`config.mk`:
```
export PLATFORM = sky130hd
export DESIGN_NAME = vec_mem_sequencer
export DESIGN_NICKNAME = d
export VERILOG_FILES = /design/src/rtl/vec_mem_sequencer.sv
export SDC_FILE = /design/constraint.sdc
export NUM_CORES = 1
export LEC_CHECK = 0
export ABC_AREA = 1
export CELL_PAD_IN_SITES_DETAIL_PLACEMENT = 0
export CELL_PAD_IN_SITES_GLOBAL_PLACEMENT = 1
export CORE_AREA = 4 4 225 227
export CTS_BUF_LIST = sky130_fd_sc_hd__clkbuf_8
export CTS_CLUSTER_SIZE = 30
export DETAILED_ROUTE_END_ITERATION = 6
export DIE_AREA = 0 0 229 231
export PLACE_DENSITY_LB_ADDON = 0.1
export SLEW_MARGIN = 10
export SYNTH_ARGS = -nofsm -noshare
export SYNTH_HDL_FRONTEND = slang
export SYNTH_SLANG_ARGS = --single-unit
```
`constraint.sdc`:
```
create_clock -name clk -period 1.8 [get_ports clk]
set_input_delay 0.18 -clock clk [delete_from_list [all_inputs] [get_ports clk]]
set_output_delay 0.18 -clock clk [all_outputs]
set_load 0.05 [all_outputs]
```
`src/rtl/vec_mem_sequencer.sv`:
```
// Memory-stage sequencer: scalar pass-through, LANES-wide vector serialization, host port sharing.
// The host port and its fairness logic exist only when VMS_HOST_PORT_EN is defined.
module vec_mem_sequencer #(
  parameter int unsigned DATA_W = 32,
  parameter int unsigned LANES  = 4
) (
  input  logic              clk,
  input  logic              reset,
  input  logic              core_rd_i,
  input  logic              core_we_i,
  input  logic              core_vec_rd_i,
  input  logic              core_vec_we_i,
  input  logic [DATA_W-1:0] core_addr_i,
  input  logic [DATA_W-1:0] core_wdata_i,
  input  logic [DATA_W-1:0] core_vec_addr_i  [LANES],
  input  logic [DATA_W-1:0] core_vec_wdata_i [LANES],
  output logic [DATA_W-1:0] core_rdata_o,
  output logic [DATA_W-1:0] core_vec_rdata_o [LANES],
  output logic              stall_o,
`ifdef VMS_HOST_PORT_EN
  input  logic              host_req_i,
  input  logic              host_we_i,
  input  logic [DATA_W-1:0] host_addr_i,
  input  logic [DATA_W-1:0] host_wdata_i,
  output logic              host_gnt_o,
  output logic [DATA_W-1:0] host_rdata_o,
`endif
  output logic [DATA_W-1:0] mem_addr_o,
  output logic [DATA_W-1:0] mem_wdata_o,
  output logic              mem_we_o,
  input  logic [DATA_W-1:0] mem_rdata_i
);

  localparam int unsigned LaneW = (LANES > 1) ? $clog2(LANES) : 1;

  typedef enum logic [1:0] {StIdle, StVec, StVdone} state_e;

  state_e            state_q;
  logic [LaneW-1:0]  lane_q;
  logic [DATA_W-1:0] vreg_q [LANES];

  logic             vec_req, sc_req, host_win, vec_issue;
  logic [LaneW-1:0] issue_lane;

  // Requests are masked while reset is low so every output falls to its idle value at once.
  assign vec_req = (core_vec_rd_i | core_vec_we_i) & reset;
  assign sc_req  = (core_rd_i | core_we_i) & reset & ~vec_req;

`ifdef VMS_HOST_PORT_EN
  logic host_pri_q, host_req;
  assign host_req = host_req_i & reset;
  assign host_win = (state_q == StIdle) && host_req && (host_pri_q || !(vec_req || sc_req));
`else
  assign host_win = 1'b0;
`endif

  assign vec_issue  = reset && ((state_q == StIdle && vec_req && !host_win) || state_q == StVec);
  assign issue_lane = (state_q == StVec) ? lane_q : '0;

  assign core_vec_rdata_o = vreg_q;

  always_comb begin
    mem_addr_o   = '0;
    mem_wdata_o  = '0;
    mem_we_o     = 1'b0;
    core_rdata_o = '0;
    stall_o      = 1'b0;
`ifdef VMS_HOST_PORT_EN
    host_gnt_o   = 1'b0;
    host_rdata_o = '0;
    if (host_win) begin
      mem_addr_o   = host_addr_i;
      mem_wdata_o  = host_wdata_i;
      mem_we_o     = host_we_i;
      host_gnt_o   = 1'b1;
      host_rdata_o = mem_rdata_i;
      stall_o      = vec_req | sc_req;
    end else
`endif
    if (vec_issue) begin
      mem_addr_o  = core_vec_addr_i[issue_lane];
      mem_wdata_o = core_vec_wdata_i[issue_lane];
      mem_we_o    = core_vec_we_i;
      stall_o     = 1'b1;
    end else if (state_q == StIdle && sc_req) begin
      mem_addr_o   = core_addr_i;
      mem_wdata_o  = core_wdata_i;
      mem_we_o     = core_we_i;
      core_rdata_o = mem_rdata_i;
    end
  end

  always_ff @(posedge clk or negedge reset) begin
    if (!reset) begin
      state_q <= StIdle;
      lane_q  <= '0;
      for (int i = 0; i < LANES; i++) vreg_q[i] <= '0;
`ifdef VMS_HOST_PORT_EN
      host_pri_q <= 1'b0;
`endif
    end else begin
      unique case (state_q)
        StIdle: begin
          if (vec_issue) begin
            lane_q  <= LaneW'(1);
            state_q <= StVec;
          end
        end
        StVec: begin
          if (lane_q == LaneW'(LANES - 1)) begin
            lane_q  <= '0;
            state_q <= StVdone;
          end else begin
            lane_q <= lane_q + LaneW'(1);
          end
        end
        StVdone: state_q <= StIdle;
        default: state_q <= StIdle;
      endcase
      // A vector with the write flag low is a load; each lane lands at the edge ending its cycle.
      if (vec_issue && !core_vec_we_i) vreg_q[issue_lane] <= mem_rdata_i;
`ifdef VMS_HOST_PORT_EN
      if (host_gnt_o) host_pri_q <= 1'b0;
      else if (host_req) host_pri_q <= 1'b1;
`endif
    end
  end

endmodule

```
[Yosys cells after proc, flatten, opt, wreduce, memory -nomap -nowiden]
Cells that the tools add are included.
Word-level totals
  register bits after elaboration: 132
  input bits: 358
  output and inout bits: 226
  word-level logic and storage cells: 55
Cells by class
  add/sub/neg operators: 1
  $lt $le $gt $ge: 2
  equal/unequal tests: 4
  multiplexer cells: 24
  bitwise gates (word level): 7
  reduce and logical (&&, ||, !) cells: 11
Operators with widths (number)
  $mux W32: 11
  $bmux W32 S2: 2
  $bwmux W128: 1
  $demux W32 S2: 1
  $mux W2: 4
  $pmux W2 S2: 2
  $logic_and A1 B1 Y1: 5
  $reduce_and A2 Y1: 2
  $and A1 B1 Y1: 3
  $ge A3 B3 Y1 const B: 1
  $lt A3 B1 Y1 const B: 1
  $mux W1: 3
  $not A2 Y3: 1
  $add A2 B1 Y2 const B: 1
  $eq A2 B1 Y1 const B: 1
  $eq A2 B2 Y1 const B: 1
  $logic_not A2 Y1: 1
  $ne A2 B1 Y1 const B: 1
  $ne A2 B2 Y1 const B: 1
  $or A1 B1 Y1: 2
  $reduce_bool A2 Y1: 1
  $logic_not A1 Y1: 1
  $logic_or A1 B1 Y1: 1
  $not A1 Y1: 1

[Depth between registers and ports, before layout]
Gate-level depths: netlist of run 1.
  depth after elaboration: 8
  depth in mapped cells: 10
  mapped depth without buffers: 8

[Least setup slack after synthesis of run 1]
OpenSTA, ideal clock, no wires.
  path kind: reg-to-output
  start point: register state_q[1]
  end point: output port mem_we_o
  data arrival time: 1.884 ns
  required time: 1.620 ns
  setup slack: -0.264 ns
  cell stages (with the launch flop): 7
  buffers on the path: 1
  cells stage by stage: dfrtp_1 nor2_2 nand2_1 o21ai_1 clkbuf_1 nand2_1 nand2_1
Between the ends
  longest elaborated chain between the ends: 5
RTL lines
  from (decl): RTL line 38  | state_e state_q;
  from (signal assigned): RTL line 95  | state_q <= StIdle;
  from (signal assigned): RTL line 106  | state_q <= StVec;
  from (signal assigned): RTL line 112  | state_q <= StVdone;
  $logic_not A2 Y1: RTL line 57, 85
  $logic_and A1 B1 Y1: RTL line 57  | assign vec_issue = reset && ((state_q == StIdle && vec_req && !host_win) || state_q == StVec);
  $logic_or A1 B1 Y1: RTL line 57
  $logic_and A1 B1 Y1: RTL line 57
  $mux W1 (*): RTL line 80  | if (vec_issue) begin
  to (decl): RTL line 30  | output logic mem_we_o,
Mark *: on every way between the ends. The rest lies on a longest branch, timed or not.

[Final worst setup path of run 1]
  start point: register state_q[1]
  end point: output port mem_wdata_o[24]
Between the ends
  longest elaborated chain between the ends: 7
RTL lines
  $eq A2 B1 Y1: RTL line 57, 58
  $mux W2: RTL line 58  | assign issue_lane = (state_q == StVec) ? lane_q : '0;
  $not A2 Y3 (implied by the code): RTL line 82  | mem_wdata_o = core_vec_wdata_i[issue_lane];
  $bmux W32 S2: RTL line 82
  $mux W32 (implied by the code) (2 in series): RTL line 82
  $mux W32 (*): RTL line 80
  to (decl): RTL line 29  | output logic [DATA_W-1:0] mem_wdata_o,
Mark *: on every way between the ends. The rest lies on a longest branch, timed or not. The select of a mux whose other input is x is not followed.

==> results of run 1 <==
cell families after synthesis:
group	Yosys count	share of synthesized area, %
adders and majority gates	1	0.1367
and+or+nand+nor	1082	48.33
buffers and inverters	166	8.037
AOI/OAI and AO/OA	132	7.409
DFF	132	36.09
final cells by class:
class | count | area (sq um) | share of cell area [%]
flip-flops and latches | 132 | 3312 | 16.38
diodes | 9 | 22.52 | 0.1114
clock inverters | 15 | 171.4 | 0.8478
multi-input cells | 1216 | 5871 | 29.03
repair buffers | 766 | 9658 | 47.77
clock buffers | 17 | 234.0 | 1.157
inverters | 40 | 172.7 | 0.8540
well taps | 622 | 778.2 | 3.849
sequential cells by signal (all words and copies together) (netlist names):
name and count:
core_vec_rdata_o 128, lane_q 2, state_q 2
metal layers:
| metal | vias to the layer above | track usage, % | wire, um |
|---|---|---|---|
| li1 | 6161 | - | - |
| met1 | 6064 | 24.75 | 25200 |
| met2 | 476 | 38.58 | 33760 |
| met3 | 96 | 8.070 | 5276 |
| met4 | 28 | 6.790 | 1929 |
| met5 | - | 0 | 182 |
cells in the final DEF, fill, tap and decap left out, drive strengths merged:
cell type / count
clkinv: 5
dfrtp: 132
o22ai: 1
dlygate4sd2: 7
nand3: 2
clkbuf: 45
clkinvlp: 3
o211ai: 1
ha: 1
nor2: 43
clkdlybuf4s50: 357
or2: 1
dlymetal6s2s: 57
diode: 9
o21ai: 130
buf: 316
nand2: 907
bufinv: 2
nor3: 2
nand4: 128
dlygate4sd3: 1
inv: 45
Yosys cell counts:
library cell / n / share of area, %
ha_1: 1 / 0.14
nor3_1: 2 / 0.11
nand2_1: 903 / 37
o21ai_0: 120 / 6.6
nand3_1: 1 / 0.055
inv_2: 4 / 0.16
dfrtp_1: 132 / 36
inv_1: 36 / 1.5
o21ai_1: 10 / 0.55
nor2_1: 36 / 1.5
nand3_2: 1 / 0.11
nand2_2: 4 / 0.27
buf_2: 69 / 3.8
or2_1: 1 / 0.068
buf_4: 7 / 0.57
clkbuf_1: 45 / 1.8
o211ai_4: 1 / 0.23
nand4_1: 128 / 8.7
o22ai_1: 1 / 0.068
nor2_2: 5 / 0.34
buf_1: 5 / 0.21
nor2_4: 1 / 0.12
path summary, 6_finish.rpt:
kind,cells after the start,to,from,slack (ns)
worst max-delay path,12,mem_wdata_o[24],state_q[1],-0.51
worst min-delay path,3,lane_q[1],reset,0.35
worst max register to register,11,core_vec_rdata_o[100],state_q[0],-0.27
worst min register to register,2,core_vec_rdata_o[61],core_vec_rdata_o[61],0.48
max in group asynchronous,3,core_vec_rdata_o[8],reset,0.79
min in group clk,6,state_q[0],reset,0.35
worst min-delay path: stages:
cell and delay (ns):
buf_6 0.07, dlygate4sd3_1 0.59, buf_12 0.50
stage by stage:
step                      worst slack [ns]  power [mW]  setup TNS [ns]  cell area, sq um  hold slack (ns)
after floorplan                   -0.05624       18.69          -1.687              9155          -0.1156
final                              -0.5126       36.15          -69.12             20220           0.3500
after CTS                          -0.5587       34.40          -57.82             18410           0.2825
after global routing               -0.6104       38.07          -87.44             20210           0.3825
after global placement             -0.2850       30.38          -30.11             17240           0.3588
after detailed placement           -0.2925       30.35          -32.87             17240           0.3722
what timing repair did:
action / CTS / global route
setup endpoints to repair: 259 / 284
pin swaps: 19 / 56
endpoints found under the hold margin: 132 / 0
gates cloned: 5 / 39
setup buffers: 6 / 29
hold buffers: 1 / 0
gates resized for setup: 182 / 214
power by group:
group / internal (mW) / total, mW / switching, mW
clock: 1.27 / 2.68 / 1.42
sequential: 4.33 / 5.09 / 0.761
combinational: 11.1 / 28.4 / 17.3
total: 16.7 / 36.1 / 19.5
==> impl_metrics.toml, run 1 <==
[detailed_routing]
via_per_inst = 4.553
routedWlPerCell_um = 23.55
drc_errors = 0
drt.antenna.violating_nets = 0
drt_wl_total_mm = 66.35
vias = 12830
drt-pass1-iter-count = 5
drt_iter0_drc = 714

[worst_hold_path]
hp-class = "in -> async"

[layout]
areaGrowthSynthToFinish_pct = 120.9
nets = 2532
fin_cells = 2817
fillers = 5074
drive_gt1_share_pct = 26.62
final_core_util_pct = 41.56

[logic_synthesis]
synth_area_per_cell_sq_um = 6.050
ys_seq_area_share_pct = 36.09
ys_seq_elements = 132
synthCells = 1513
synth.net_count = 1872
yosys_warnings = 0
netlist_area_sq_um = 9154
ys_types = 22

[timing]
timing.final.crit_period_ns = 2.313
setup_viol = 227
fin_skew_ns = 0.01068
tightest_slew_ns = 0.8057
setup_ws_ns = -0.5126
rsz0062_at_grt = "true"
slew-limit-headroom_pct = 46.28
post-route-period-util_pct = 128.5
drv_slew = 0
hold_viol = 0
max_freq_mhz = 432.4

[floorplanning]
core_sq_um = 48650
die_y_um = 231
pin_count = 584
dieArea_sq_um = 52900
die_w_um = 229
start_util_pct = 18.82
rows = 81

[worst_setup_path]
critical_path_class = "reg -> out"
cp_slowest_stage_delay_ns = 0.45
end_kind = "output port"
start_kind = "register"
cp_slowest_cell = "dfrtp_2"
worst-path-buf-inv = 5
cp.required_ns = 1.62
cp.arrival_ns = 2.13
crit_chain = "clkinv_4 -> nand3_4 -> buf_12 -> buf_12 -> clkbuf_16 -> nand2_1 -> nand2_1 -> nand2_1 -> nand2_2 -> nand2_2 -> nand2_2 -> buf_12"
critPathTopFamily = "buffers and inverters"
worstPathMaxFanout = 8

[clock_network]
cts_root_buf = "clkbuf_8"
cts_made_buffers = 17
cts_sinks = 132
clk_path_buf_depth = 2
clk_pin_slew_ns = 0.09
clk_latency_ns = 0.48
cts_tree = "done"
cts_max_level = 4

[placed_design]
io_buffers = 583
dpl.cell_count = 2698
gp_congestion = 0.8944
hpwlAfterDp_mm = 45.99

[power_and_ir_drop]
power_leakage_nw = 10.41
ir_drop_mv = 0.6950
p_per_area_nw_per_um2 = 1788

[global_route]
grt_max_degree = 133
first_global_vias = 12420
grt_overflow = 0
grt_usage_pct = 21.92
grt_pass1_wl_mm = 87.47
antenna_found_initial = 23

[status]
violations = "setup timing"
status = "finished with violations"

[job]
drv_cap = 0
(Power assumes the default switching activity.)
==> run 2, diff against run 1 <==
--- a/config.mk
+++ b/config.mk
@@ -16,2 +16,3 @@
 export PLACE_DENSITY_LB_ADDON = 0.1
+export SETUP_SLACK_MARGIN = 0.2
 export SLEW_MARGIN = 10
==> constraint.sdc (replaced) <==
create_clock -name clk -period 1.8 [get_ports clk]
set_input_delay 0.27 -clock clk [delete_from_list [all_inputs] [get_ports clk]]
set_output_delay 0.27 -clock clk [all_outputs]
set_load 0.05 [all_outputs]
==> impl_metrics.toml, run 2 (same netlist as run 1, synthesis figures left out) <==
[status]
status = "finished with violations"
violations = "setup timing"

[floorplanning]
pin_count = 584
core_sq_um = 48650
dieArea_sq_um = 52900
die_w_um = 229
die_y_um = 231
rows = 81
start_util_pct = 18.82

[layout]
fillers = 4993
nets = 2540
areaGrowthSynthToFinish_pct = 128.3
largest_register_ffs = 128
layout_common_cells = "nand2_1, clkdlybuf4s50_1, buf_4, nand2_2, buf_12"
fin_cells = 2832
mostFrequentLayoutCell = "nand2_1"
drive_gt1_share_pct = 36.51

[timing]
drv_slew = 0
holdWs_ns = 0.4142
max_freq_mhz = 421.2
timing.final.crit_period_ns = 2.374
setup_ws_ns = -0.5742
tightest_slew_ns = 0.6203
post-route-period-util_pct = 131.9
rsz0062_at_grt = "true"
slew-limit-headroom_pct = 58.65
fin_skew_ns = 0.01369
hold_viol = 0
setup_viol = 190

[global_route]
grt_max_degree = 57
grt_usage_pct = 22.62
grt_pass1_wl_mm = 89.97
grt_overflow = 0
antenna_found_initial = 31
first_global_vias = 12810

[clock_network]
cts_max_level = 4
cts_sinks = 132
clk_pin_slew_ns = 0.08
cts_made_buffers = 17
cts_root_buf = "clkbuf_8"
clk_path_buf_depth = 2
clk_latency_ns = 0.48
cts_tree = "done"

[detailed_routing]
routedWlPerCell_um = 23.38
vias = 12920
via_per_inst = 4.560
drt.antenna.violating_nets = 0
drt_iter0_drc = 626
drc_errors = 0
drt_wl_total_mm = 66.23
drt-pass1-iter-count = 6

[placed_design]
pre_cts_ws_ns = -0.5280
hpwlAfterDp_mm = 47.32
dpl.cell_count = 2712
io_buffers = 583
gp_congestion = 0.8869

[power_and_ir_drop]
p_per_area_nw_per_um2 = 1805
power_leakage_nw = 10.04
ir_drop_mv = 0.9749

[worst_hold_path]
hp-class = "in -> async"

[worst_setup_path]
end_kind = "output port"
r2r_start = "state_q[0]"
r2r_slack_ns = -0.15
critical_path_class = "reg -> out"
start_kind = "register"
worstPathMaxFanout = 9
cp.required_ns = 1.53
startpoint = "state_q[0]"
cp.arrival_ns = 2.10

[job]
drv_cap = 0
==> run 2: area by class of cell <==
type / instances / area [sq um] / area share, %
Multi-Input combinational cell: 1215 / 6758 / 32.34
Tap cell: 622 / 778.2 / 3.724
Clock buffer: 18 / 247.7 / 1.185
Inverter: 40 / 162.7 / 0.7784
Antenna cell: 16 / 40.04 / 0.1916
Timing Repair Buffer: 775 / 9427 / 45.11
Clock inverter: 14 / 173.9 / 0.8322
Sequential cell: 132 / 3311 / 15.84
==> run 2: path summary, 6_finish.rpt <==
kind / to / cells after the start
min in group clk: core_vec_rdata_o[127] / 3
hold / removal: state_q[1] / 3
max in group asynchronous: core_vec_rdata_o[98] / 4
setup / recovery: mem_addr_o[28] / 10
setup reg to reg: core_vec_rdata_o[104] / 11
hold reg to reg: core_vec_rdata_o[38] / 2
==> run 2: routing by layer <==
layer | vias up | track usage, % | part of all wire [%]
li1 | 6197 | - | -
met1 | 6198 | 26.13 | 39
met2 | 405 | 39.64 | 52
met3 | 87 | 7.120 | 7.0
met4 | 28 | 7.684 | 2.5
met5 | - | 0 | 0.29
==> run 2: per-stage QoR <==
step                total power [mW]  cell area, sq um  TNS (ns)  util, %
floorplan                      19.94             10070         0        -
global placement               31.26             18140    -58.91    37.28
detailed placement             31.30             18140    -63.17    37.28
CTS                            35.97             19430    -53.88    39.95
global route                   39.70             20890    -73.70    42.94
finish                         37.71             20900    -55.29    42.96
==> run 2: where the power goes <==
part / internal (mW) / total [mW] / switching (mW) / leakage (nW)
logic: 11.7 / 29.8 / 18.1 / 8.16
registers: 4.33 / 5.16 / 0.830 / 1.68
clock network: 1.42 / 2.74 / 1.32 / 0.208
==> run 2: repair_timing <==
| item | CTS | global route |
|---|---|---|
| endpoints found under the hold margin | 35 | 0 |
| buffers inserted | 16 | 21 |
| cloned | 11 | 23 |
| resized for setup | 174 | 269 |
| hold buffers | 1 | 0 |
| endpoints found under the setup margin | 243 | 323 |
| pin swaps | 27 | 28 |
==> run 2: critical path, cell delays in order, from the launching register on <==
cell and delay (ns):
dfrtp_4 0.54, nand3_4 0.18, buf_12 0.19, buf_4 0.16, nand2_1 0.05, nand2_1 0.07
nand2_1 0.07, nand2_1 0.07, nand2_2 0.08, nand2_4 0.09, buf_12 0.13
==> run 3, diff against run 2 <==
Settings changed: CAP_MARGIN set to 20.
==> results of run 3 <==
Final layout, timing and power as in run 2 (identical DEF).
